### src/rtl/rr_resource_arbiter.sv
// rr_resource_arbiter
// Round-robin arbiter that shares one resource between N requesters. A grant
// is held exclusively until the owner pulses done, drops its request, or the
// hold limit expires (forced release with a one-cycle timeout pulse). Every
// release is followed by at least one bubble cycle before the next grant.
//
// Parameters:
//   N        number of requesters (2..8)
//   MAX_HOLD maximum cycles a grant may be held (>= 2)
//   IDW      width of gnt_id, derived as $clog2(N)
//
// Ports:
//   clk       system clock, rising edge
//   rst_n     asynchronous active-low reset
//   req       per-requester level request
//   done      per-requester release pulse (only the owner's bit is honoured)
//   gnt       one-hot grant, registered
//   gnt_valid OR of gnt, registered
//   gnt_id    index of the current owner, 0 when idle
//   timeout   one-cycle pulse in the cycle a grant is force-released
//
// Optional build macro RR_ARB_SVA_EN compiles in embedded concurrent
// assertions and a cover property; behaviour is identical without it.
module rr_resource_arbiter #(
  parameter int N        = 4,
  parameter int MAX_HOLD = 8,
  localparam int IDW     = $clog2(N)
) (
  input  logic           clk,
  input  logic           rst_n,
  input  logic [N-1:0]   req,
  input  logic [N-1:0]   done,
  output logic [N-1:0]   gnt,
  output logic           gnt_valid,
  output logic [IDW-1:0] gnt_id,
  output logic           timeout
);

  localparam int HW = $clog2(MAX_HOLD);

  typedef enum logic [0:0] {
    IDLE  = 1'b0,
    GRANT = 1'b1
  } state_t;

  state_t           state_r;
  state_t           state_s;
  logic [IDW-1:0]   ptr_r;
  logic [IDW-1:0]   ptr_s;
  logic [HW-1:0]    hold_r;
  logic [HW-1:0]    hold_s;
  logic [N-1:0]     gnt_r;
  logic [N-1:0]     gnt_s;
  logic             gnt_valid_r;
  logic             gnt_valid_s;
  logic [IDW-1:0]   gnt_id_r;
  logic [IDW-1:0]   gnt_id_s;
  logic             timeout_r;
  logic             timeout_s;

  logic [IDW:0]     pick_s;
  logic             pick_found_s;
  logic [IDW-1:0]   pick_id_s;
  logic             rel_done_s;
  logic             rel_abort_s;
  logic             rel_limit_s;
  logic [IDW-1:0]   ptr_after_s;

  // Round-robin search: first set request at or above the pointer, wrapping.
  // Returns {found, index}. Scanning downward lets the lowest offset win.
  function automatic logic [IDW:0] rr_pick(input logic [N-1:0] r,
                                           input logic [IDW-1:0] p);
    logic           found;
    logic [IDW-1:0] id;
    int             idx;
    found = 1'b0;
    id    = {IDW{1'b0}};
    for (int k = N - 1; k >= 0; k--) begin
      idx = (int'(p) + k) % N;
      if (r[idx]) begin
        found = 1'b1;
        id    = IDW'(idx);
      end
    end
    return {found, id};
  endfunction

  // Candidate owner for the next grant and release-condition decode.
  always_comb begin
    pick_s       = rr_pick(req, ptr_r);
    pick_found_s = pick_s[IDW];
    pick_id_s    = pick_s[IDW-1:0];
    rel_done_s   = done[gnt_id_r];
    rel_abort_s  = ~req[gnt_id_r];
    rel_limit_s  = (hold_r == HW'(MAX_HOLD - 1));
    ptr_after_s  = (gnt_id_r == IDW'(N - 1)) ? {IDW{1'b0}} : (gnt_id_r + IDW'(1));
  end

  // Next-state and next-output logic for the IDLE/GRANT machine.
  always_comb begin
    state_s     = state_r;
    ptr_s       = ptr_r;
    hold_s      = hold_r;
    gnt_s       = gnt_r;
    gnt_valid_s = gnt_valid_r;
    gnt_id_s    = gnt_id_r;
    timeout_s   = 1'b0;
    case (state_r)
      IDLE: begin
        if (pick_found_s) begin
          state_s     = GRANT;
          hold_s      = {HW{1'b0}};
          gnt_s       = {{(N-1){1'b0}}, 1'b1} << pick_id_s;
          gnt_valid_s = 1'b1;
          gnt_id_s    = pick_id_s;
        end else begin
          gnt_s       = {N{1'b0}};
          gnt_valid_s = 1'b0;
          gnt_id_s    = {IDW{1'b0}};
        end
      end
      GRANT: begin
        if (rel_done_s || rel_abort_s || rel_limit_s) begin
          state_s     = IDLE;
          ptr_s       = ptr_after_s;
          hold_s      = {HW{1'b0}};
          gnt_s       = {N{1'b0}};
          gnt_valid_s = 1'b0;
          gnt_id_s    = {IDW{1'b0}};
          // Only a pure hold-limit expiry counts as a timeout.
          timeout_s   = ~rel_done_s & ~rel_abort_s;
        end else begin
          hold_s      = hold_r + HW'(1);
        end
      end
      default: begin
        state_s     = IDLE;
        ptr_s       = {IDW{1'b0}};
        hold_s      = {HW{1'b0}};
        gnt_s       = {N{1'b0}};
        gnt_valid_s = 1'b0;
        gnt_id_s    = {IDW{1'b0}};
      end
    endcase
  end

  // State, pointer, hold counter and registered outputs.
  always_ff @(posedge clk or negedge rst_n) begin
    if (!rst_n) begin
      state_r     <= IDLE;
      ptr_r       <= {IDW{1'b0}};
      hold_r      <= {HW{1'b0}};
      gnt_r       <= {N{1'b0}};
      gnt_valid_r <= 1'b0;
      gnt_id_r    <= {IDW{1'b0}};
      timeout_r   <= 1'b0;
    end else begin
      state_r     <= state_s;
      ptr_r       <= ptr_s;
      hold_r      <= hold_s;
      gnt_r       <= gnt_s;
      gnt_valid_r <= gnt_valid_s;
      gnt_id_r    <= gnt_id_s;
      timeout_r   <= timeout_s;
    end
  end

  assign gnt       = gnt_r;
  assign gnt_valid = gnt_valid_r;
  assign gnt_id    = gnt_id_r;
  assign timeout   = timeout_r;

`ifdef RR_ARB_SVA_EN
  // Grant is one-hot or zero.
  a_onehot: assert property (@(posedge clk) disable iff (!rst_n)
    $onehot0(gnt))
    else $error("%0t arbiter onehot violation gnt_id=%0d", $time, gnt_id);

  // Valid flag mirrors the grant vector.
  a_valid: assert property (@(posedge clk) disable iff (!rst_n)
    gnt_valid == (|gnt))
    else $error("%0t arbiter gnt_valid mismatch gnt_id=%0d", $time, gnt_id);

  // A grant bit may only rise for a requester that was requesting.
  a_req_before_gnt: assert property (@(posedge clk) disable iff (!rst_n)
    ((gnt & ~$past(gnt) & ~$past(req)) == {N{1'b0}}))
    else $error("%0t arbiter grant without request gnt_id=%0d", $time, gnt_id);

  // Timeout marks the falling edge of a grant.
  a_timeout_edge: assert property (@(posedge clk) disable iff (!rst_n)
    timeout |-> ($past(gnt_valid) && !gnt_valid))
    else $error("%0t arbiter timeout without release gnt_id=%0d", $time, gnt_id);

  // No grant outlives the hold limit.
  a_max_hold: assert property (@(posedge clk) disable iff (!rst_n)
    $rose(gnt_valid) |-> ##[1:MAX_HOLD] !gnt_valid)
    else $error("%0t arbiter hold limit exceeded gnt_id=%0d", $time, gnt_id);

  // Back-to-back grants separated by a single bubble.
  c_b2b: cover property (@(posedge clk) disable iff (!rst_n)
    gnt_valid ##1 !gnt_valid ##1 gnt_valid);
`endif

endmodule

### config.mk
export PLATFORM = sky130hd
export DESIGN_NAME = rr_resource_arbiter
export DESIGN_NICKNAME = d
export VERILOG_FILES = /design/src/rtl/rr_resource_arbiter.sv
export SDC_FILE = /design/constraint.sdc
export NUM_CORES = 1
export LEC_CHECK = 0
export ABC_CLOCK_PERIOD_IN_PS = 2029
export BUFFER_PORTS_ARGS = -buffer_cell sky130_fd_sc_hd__buf_2
export CORE_MARGIN = 2
export CORE_UTILIZATION = 35
export CTS_BUF_LIST = sky130_fd_sc_hd__clkbuf_4 sky130_fd_sc_hd__clkbuf_8
export CTS_CLUSTER_DIAMETER = 200
export CTS_CLUSTER_SIZE = 20
export DETAILED_ROUTE_END_ITERATION = 12
export PLACE_DENSITY = 0.62
export REMOVE_ABC_BUFFERS = 1
export SYNTH_ARGS = -nofsm -noshare
export SYNTH_HDL_FRONTEND = slang
export SYNTH_SLANG_ARGS = --single-unit
export TNS_END_PERCENT = 5
### constraint.sdc
create_clock -name clk -period 2.03 [get_ports clk]
set_input_delay 0.203 -clock clk [delete_from_list [all_inputs] [get_ports clk]]
set_output_delay 0.203 -clock clk [all_outputs]
set_load 0.01 [all_outputs]
---- Yosys cells after proc, flatten, opt, wreduce, memory -nomap -nowiden ----
Cells that the tools add are included.
storage, ports and cells
  register bits ........................... 14
  input bits .............................. 10
  output and inout port bits .............. 8
operators by class
  add/subtract/negate cells ............... 5
  equal/unequal tests ..................... 4
  order comparisons ....................... 5
  bitwise logic cells ..................... 7
  shifts and indexed selects .............. 1
  mux-type cells .......................... 40
  reductions and logical operators ........ 6
operators with widths
  operator                                             count
  two-way mux 1 bit                                    18
  two-way mux 2 bit                                    7
  binary-select mux 1 bit (select 2 bit)               6
  < comparator 3 x 4 -> 1 bit (second input constant)  3
  two-way mux 4 bit                                    2
  one-hot mux 4 bit (2 select lines)                   1
  < comparator 2 x 3 -> 1 bit (second input constant)  2
  two-way mux 3 bit                                    2
  one-hot mux 3 bit (2 select lines)                   1
  OR reduction 2 bit                                   3
  adder 2 x 1 -> 2 bit (second input constant)         2
  adder 2 bit (second input constant)                  2
  one-hot mux 1 bit (2 select lines)                   2
  one-hot mux 2 bit (2 select lines)                   1
  << shifter 1 x 2 -> 4 bit (first input constant)     1
  adder 3 x 1 -> 3 bit (second input constant)         1
  AND 1 bit (first input constant)                     3
  equality test 3 bit (second input constant)          1
  NOT 1 bit                                            3
  equality test 2 bit (second input constant)          1
  logical OR 1 bit                                     2
  != test 2 x 1 -> 1 bit (second input constant)       1
  != test 2 bit (second input constant)                1
  AND reduction 2 bit                                  1
  AND 1 bit                                            1

---- Logic depth before layout (Yosys ltp) ----
Gate-level depths: netlist (run 1).
  word-level depth ........................ 13
  gate-level depth with buffers ........... 5
  mapped depth without buffers ............ 4

---- Worst setup path before layout (run 1) ----
OpenSTA, ideal clock, no wires.
  path kind ............................... register to register
  start ................................... register gnt_id_r[1], in the netlist gnt_id[1]
  end ..................................... register ptr_r[0]
  library setup time ...................... 125 ps
  setup slack ............................. 392 ps
  stages on the path, launching flop included .. 4
  arrival time ............................ 1514 ps
  path through ............................ dfrtp_1 mux4_2 o21ai_2 mux2_2
on the way
  word-level cells in the longest chain between the ends .. 6
RTL lines
  element                                  RTL line  text
  from (decl)                              56        logic [IDW-1:0] gnt_id_r;
  from (signal assigned)                   155       gnt_id_r <= {IDW{1'b0}};
  from (signal assigned)                   163       gnt_id_r <= gnt_id_s;
  binary-select mux 1 bit (select 2 bit)   94        rel_abort_s = ~req[gnt_id_r];
  two-way mux 1 bit (not written as such)  94
  NOT 1 bit                                94
  logical OR 1 bit (2 in a row)            123       if (rel_done_s || rel_abort_s || rel_limit_s) begin
  AND reduction 2 bit (no line)            n/a
  to (signal assigned)                     151       ptr_r <= {IDW{1'b0}};
  to (signal assigned)                     159       ptr_r <= ptr_s;
  to (decl)                                48        logic [IDW-1:0] ptr_r;
Parallel ways exist; a longest one is shown, timed or not. The select of a mux whose other input is x is not followed.
A chain may end at the register's enable or synchronous reset.

---- Final worst setup path (run 1) ----
  start ................................... register gnt_id_r[1], in the netlist gnt_id[1]
  end ..................................... register ptr_r[1]
Same word-level chain as after synthesis.

==> impl_metrics.yaml, run 1 <==
logic_synthesis:
  synth_top_area_share_pct: 49.82
  synth_common_cells: "dfrtp_1, nor2_1, a22o_1, a32o_1, nand2b_1"
  ys_seq_area_share_pct: 49.82
  synth_cell_types: 26
  ys.flop_type: "dfrtp_1"
  synth.cell_area_um2: 703.2
  synth-warning-count: 0
  synthArstFlopShare_pct: 100.0
  synth_most_common_cell: "dfrtp_1"
  yosys-top-cells-area: "dfrtp_1, a32o_1, ha_1"
  ys_ff_latch: 14
  syn_area_per_cell_um2: 12.12
  syn_inst: 58
  yosysTopAreaCell: "dfrtp_1"
  synth-edff-count: 0
floorplan:
  fp-row-count: 16
  die_height_um: 48.82
  die_w_um: 48.82
  ios: 18
  die_area_um2: 2383
  coreArea_um2: 1922
  start_util_pct: 36.59
global_route:
  grt_max_degree: 15
  grt_pass1_wl_um: 2339
  grt_overflow_total: 0
  grt_pass1_vias: 520
  antenna_found_initial: 0
  grt_use_total_pct: 12.88
cells_and_area:
  drive_gt1_share_pct: 33.33
  register_area_um2: 350.3
  multi_input_area_um2: 341.6
  fillCellCount: 207
  layout.nets: 93
  syn_to_final_growth_pct: 20.46
  fin_util_pct: 44.08
  diodes: 0
  post-route-cell-area_um2: 847.1
setup_path:
  r2r_end: "ptr_r[1]$_DFFE_PN0P_"
  worstPathArrival_ns: 1.87
  critPathLaunchType: "flip-flop"
  r2r-start: "gnt_id[1]$_DFFE_PN0P_"
  worstSetupPathType: "flip-flop to flip-flop"
  rr_worst_depth: 3
  endpoint: "ptr_r[1]$_DFFE_PN0P_"
  worstPathMaxFanout: 4
  cp-startpoint: "gnt_id[1]$_DFFE_PN0P_"
  reg2reg_slack_ns: 0.33
  cp.required_ns: 2.19
  end_kind: "flip-flop"
timing:
  fin_hold_ws_ns: 0.3493
  hold_violations: 0
  timing.final.ws_setup_ns: 0.3272
  tightest_slew_ns: 0.4173
  rsz0062_at_grt: "false"
  finalSetupViolations: 0
  drv_slew: 0
  finalCritPeriodShare_pct: 83.88
  min_period_ns: 1.703
  clock.fmax_mhz: 587.3
  skew_ns: 0.005543
  setup_tns_ns: 0
  relSlewSlack_pct: 72.08
drt:
  ant_nets: 0
  post_drt_wl_per_cell_um: 12.30
  drc: 0
  routed_wirelength_um: 1291
  vias: 509
  drt_iter0_markers: 6
  first_pass_iters: 4
  via_per_inst: 4.848
power_and_ir_drop:
  combinationalPowerShare_pct: 40.0
  p_leak_nw: 0.4167
  clock_power_share_pct: 14.3
  switching_share_pct: 36.22
  pwr-share-seq_pct: 45.7
  irDropWorstVdd_mv: 0.5319
  powerDensity_nw_per_um2: 1214
  p_int_mw: 0.6556
  switchingPower_mw: 0.3724
place:
  hpwl_um: 1005
  dpl_cell_area_um2: 814.5
  numPortBuffers: 17
  place_ws_ns: 0.3259
  gp_congestion: 0.7694
clocking:
  cts_setup_buffers: 0
  cts.htree.levels: 1
  clockBufferDepth: 2
  cts_tree: "built"
  root_buffer: "clkbuf_4"
  clk_pin_slew_ns: 0.08
  clk_latency_ns: 0.27
  cts_sinks: 14
  cts_resized: 0
  numCtsBuffers: 3
job:
  max-cap-violations: 0
worst_hold_path:
  hold_path.class: "primary input to asynchronous set/reset pin"
status:
  status: "finished, final reports clean"
==> cells by family (layout without fill, tap and decap cells) <==
logic type                 after synthesis  after routing  synth area share [%]
DFF                                     14             14                 49.82
adders and majority gates                3              3                 5.339
and+or+nand+nor                         18             18                 15.48
AOI/OAI and AO/OA                       16             16                 18.33
buffers and inverters                    2             22                 1.601
muxes                                    5              5                 9.430
==> area by class of cell <==
type	count	share of cell area, %
well taps	27	3.988
flip-flops and latches	14	41.36
clock buffers	3	2.659
repair buffers	18	11.23
inverters	1	0.4431
multi-input cells	42	40.33
==> cell usage in the layout (no fill, tap or decap), drive strengths merged, types with 2 or more instances in the layout <==
cell	n
a21oi	3
a22o	4
a32o	4
buf	17
clkbuf	3
dfrtp	14
ha	3
mux2	3
nand2	2
nand2b	4
nor2	6
nor3b	2
==> through the flow <==
stage | total power [mW] | instances
floorplan | 0.7493 | 57
global placement | 0.8843 | 101
detailed placement | 0.8897 | 101
CTS | 1.046 | 105
global route | 1.125 | 105
finish | 1.028 | 105
==> power by group through the flow <==
stage | registers [mW] | logic (mW) | clock network, mW
after global routing | 0.485 | 0.469 | 0.171
after CTS | 0.470 | 0.417 | 0.158
after global placement | 0.477 | 0.408 | 0
after floorplan | 0.484 | 0.265 | 0
final | 0.469 | 0.411 | 0.147
after detailed placement | 0.476 | 0.414 | 0
==> worst min path at each step <==
stage,slack [ns],to,startpoint
final,0.35,timeout$_DFF_PN0_,rst_n
after global routing,0.36,timeout$_DFF_PN0_,rst_n
after CTS,0.34,timeout$_DFF_PN0_,rst_n
after detailed placement,0.11,timeout$_DFF_PN0_,rst_n
after global placement,0.11,timeout$_DFF_PN0_,rst_n
after floorplan,-0.09,gnt[0]$_DFFE_PN0P_,rst_n
==> flip-flops by register name, summed over array words and instances (netlist names) <==
signal / count
state_r: 1
hold_r: 3
gnt: 4
timeout: 1
gnt_valid: 1
gnt_id: 2
ptr_r: 2
==> per-layer routing <==
| layer | track usage [%] | part of all wire (%) | vias to the layer above |
|---|---|---|---|
| met4 | 2.857 | 0 | 0 |
| met2 | 19.18 | 45 | 9 |
| met5 | 0 | 0 | - |
| li1 | - | - | 260 |
| met1 | 17.47 | 51 | 240 |
| met3 | 5.521 | 3.9 | 0 |
==> worst max-delay path: stages, from the launching register on <==
cell	delay, ns
dfrtp_1	0.43
mux4_2	0.61
o21ai_2	0.20
mux2_2	0.36
==> what timing repair did <==
action | in CTS | in global routing
setup endpoints to repair | 0 | 0
hold buffers | 1 | 0
endpoints found under the hold margin | 14 | 0
Note: power is estimated with default switching activity, not from simulation.
==> run 2: changes to the inputs <==
--- a/config.mk
+++ b/config.mk
@@ -5,7 +5,7 @@
 export SDC_FILE = /design/constraint.sdc
 export NUM_CORES = 1
 export LEC_CHECK = 0
-export ABC_CLOCK_PERIOD_IN_PS = 2029
+export ABC_CLOCK_PERIOD_IN_PS = 1600
 export BUFFER_PORTS_ARGS = -buffer_cell sky130_fd_sc_hd__buf_2
 export CORE_MARGIN = 2
 export CORE_UTILIZATION = 35
==> constraint.sdc (replaced) <==
create_clock -name clk -period 1.6 [get_ports clk]
set_input_delay 0.16 -clock clk [delete_from_list [all_inputs] [get_ports clk]]
set_output_delay 0.16 -clock clk [all_outputs]
set_load 0.01 [all_outputs]
==> run 2 against run 1 <==
Net effect:
- the flow now finishes with violations (negative setup slack)
- die area did not move
- critical path depth did not move
- sequential cell count did not move
- global-route usage rose by 0.26 points
- sequential share of layout area fell by 2.4 points
- largest power group is now combinational logic
==> impl_metrics.yaml, run 2 (same netlist as run 1, synthesis figures left out) <==
clocking:
  cts.htree.levels: 1
  clk_latency_ns: 0.27
  cts_sinks: 14
  clk_pin_slew_ns: 0.08
  numCtsBuffers: 3
  clockBufferDepth: 2
  cts_tree: "built"
  root_buffer: "clkbuf_4"
setup_path:
  worst-path-buf-inv: 0
  critical_path.slowest_cell: "mux4_2"
  worstPathArrival_ns: 1.79
  critPathLaunchType: "flip-flop"
  cp_top_family: "multiplexers"
  worstPathMaxFanout: 4
  rr_worst_depth: 3
  worst-path-stages: 3
  end_kind: "flip-flop"
  worstSetupPathType: "flip-flop to flip-flop"
  reg2reg_slack_ns: -0.02
  critPathMaxStageDelay_ns: 0.59
  cp.required_ns: 1.76
  crit_chain: "mux4_2, o21ai_4, mux2_4"
timing:
  hold_violations: 0
  clock.fmax_mhz: 615.6
  relSlewSlack_pct: 70.08
  tightest_slew_ns: 0.4471
  min_period_ns: 1.624
  drv_slew: 0
  finalCritPeriodShare_pct: 101.5
  timing.final.ws_setup_ns: -0.02433
  skew_ns: 0.003831
  finalSetupViolations: 2
  rsz0062_at_grt: "true"
floorplan:
  coreArea_um2: 1922
  start_util_pct: 36.59
  ios: 18
  die_w_um: 48.82
  die_height_um: 48.82
  fp-row-count: 16
  die_area_um2: 2383
power_and_ir_drop:
  pwr-share-seq_pct: 40.8
  p_int_mw: 0.9225
  power.total_mw: 1.432
  powerDensity_nw_per_um2: 1591
  clock_power_share_pct: 13.2
  irDropWorstVdd_mv: 0.6572
  combinationalPowerShare_pct: 46.0
  switchingPower_mw: 0.5090
  switching_share_pct: 35.55
  p_leak_nw: 0.4533
cells_and_area:
  diodes: 0
  final_cell_mix: "buf_2, dfrtp_1, nor2_1, buf_4"
  register_area_um2: 350.3
  fillCellCount: 191
  layout_commonest_cell: "buf_2"
  post-route-cell-area_um2: 899.6
  drive_gt1_share_pct: 37.35
  layout.nets: 98
  syn_to_final_growth_pct: 27.94
  largest_reg_flops: 4
  multi_input_area_um2: 356.6
worst_hold_path:
  hold_path.class: "primary input to asynchronous set/reset pin"
drt:
  wl_met2_um: 695
  via_per_inst: 5.073
  vias: 558
  drt_iter0_markers: 18
  wirelength_met1_um: 631
  topRoutingLayerUsed: "met4"
  first_pass_iters: 4
  drc: 0
  ant_nets: 0
  wl_met3_um: 57
  routed_wirelength_um: 1393
  post_drt_wl_per_cell_um: 12.66
place:
  numPortBuffers: 17
  hpwl_um: 1074
  place_ws_ns: -0.02879
  gp_congestion: 0.7017
  dpl_cell_area_um2: 844.6
global_route:
  antenna_found_initial: 0
  grt_use_total_pct: 13.14
  grt_overflow_total: 0
  grt_pass1_wl_um: 2373
  grt_pass1_vias: 544
  grt_max_degree: 15
status:
  failed_checks: "negative setup slack"
  status: "finished with violations"
job:
  max-cap-violations: 0
==> run 2: cell types whose count changed in the layout (fill, tap and decap cells not counted), sizes merged <==
cell | previous run | this run
buf | 17 | 22
==> run 2: area by class of cell <==
cell class                      instances  share of cell area [%]
Timing Repair Buffer                   23                   14.74
Multi-Input combinational cell         42                   39.64
Inverter                                1                  0.4172
Clock buffer                            3                   2.503
Sequential cell                        14                   38.94
Tap cell                               27                   3.755
==> run 2: power groups by stage <==
stage	Sequential (mW)	Combinational (mW)	Clock, mW
5_1_grt	0.603	0.719	0.217
6_report	0.584	0.659	0.189
4_1_cts	0.584	0.614	0.199
2_1_floorplan	0.615	0.336	0
3_5_place_dp	0.586	0.599	0
3_3_place_gp	0.582	0.587	0
==> run 2: path summary, 6_finish.rpt <==
check                                      start                     to
setup / recovery           gnt_id[1]$_DFFE_PN0P_   ptr_r[0]$_DFFE_PN0P_
hold / removal                             rst_n      timeout$_DFF_PN0_
setup reg to reg           gnt_id[1]$_DFFE_PN0P_   ptr_r[0]$_DFFE_PN0P_
hold reg to reg            gnt_valid$_DFFE_PN0P_  gnt_valid$_DFFE_PN0P_
max in group asynchronous                  rst_n     gnt[0]$_DFFE_PN0P_
min in group clk                          req[3]  gnt_id[1]$_DFFE_PN0P_
==> run 2: metal layers <==
metal	track usage [%]	vias to the layer above
li1	-	274
met4	4.286	0
met1	15.26	271
met2	22.60	11
met3	4.601	2
met5	0	-
==> run 2: timing repair <==
| action | 4_1_cts | 5_1_grt |
|---|---|---|
| pin swaps | 0 | 1 |
| setup endpoints to repair | 2 | 2 |
| gates resized for setup | 1 | 2 |
| hold endpoints to repair | 14 | 0 |
| buffers inserted | 0 | 1 |
| hold buffers | 1 | 0 |
==> run 2: stage by stage <==
| stage | hold WS, ns | TNS [ns] | util (%) | std cells |
|---|---|---|---|---|
| 2_1_floorplan | -0.1356 | -0.07676 | - | 57 |
| 3_3_place_gp | 0.06912 | 0 | 43.95 | 105 |
| 3_5_place_dp | 0.06911 | -0.04995 | 43.95 | 105 |
| 4_1_cts | 0.3055 | -0.05018 | 46.03 | 109 |
| 5_1_grt | 0.3412 | -0.1041 | 46.81 | 110 |
| 6_report | 0.3016 | -0.04508 | 46.81 | 110 |
==> run 2: worst register-to-register path, stage by stage, from the launching register on <==
cell and delay, ns:
dfrtp_1 0.37, mux4_2 0.60, o21ai_4 0.23, mux2_4 0.32
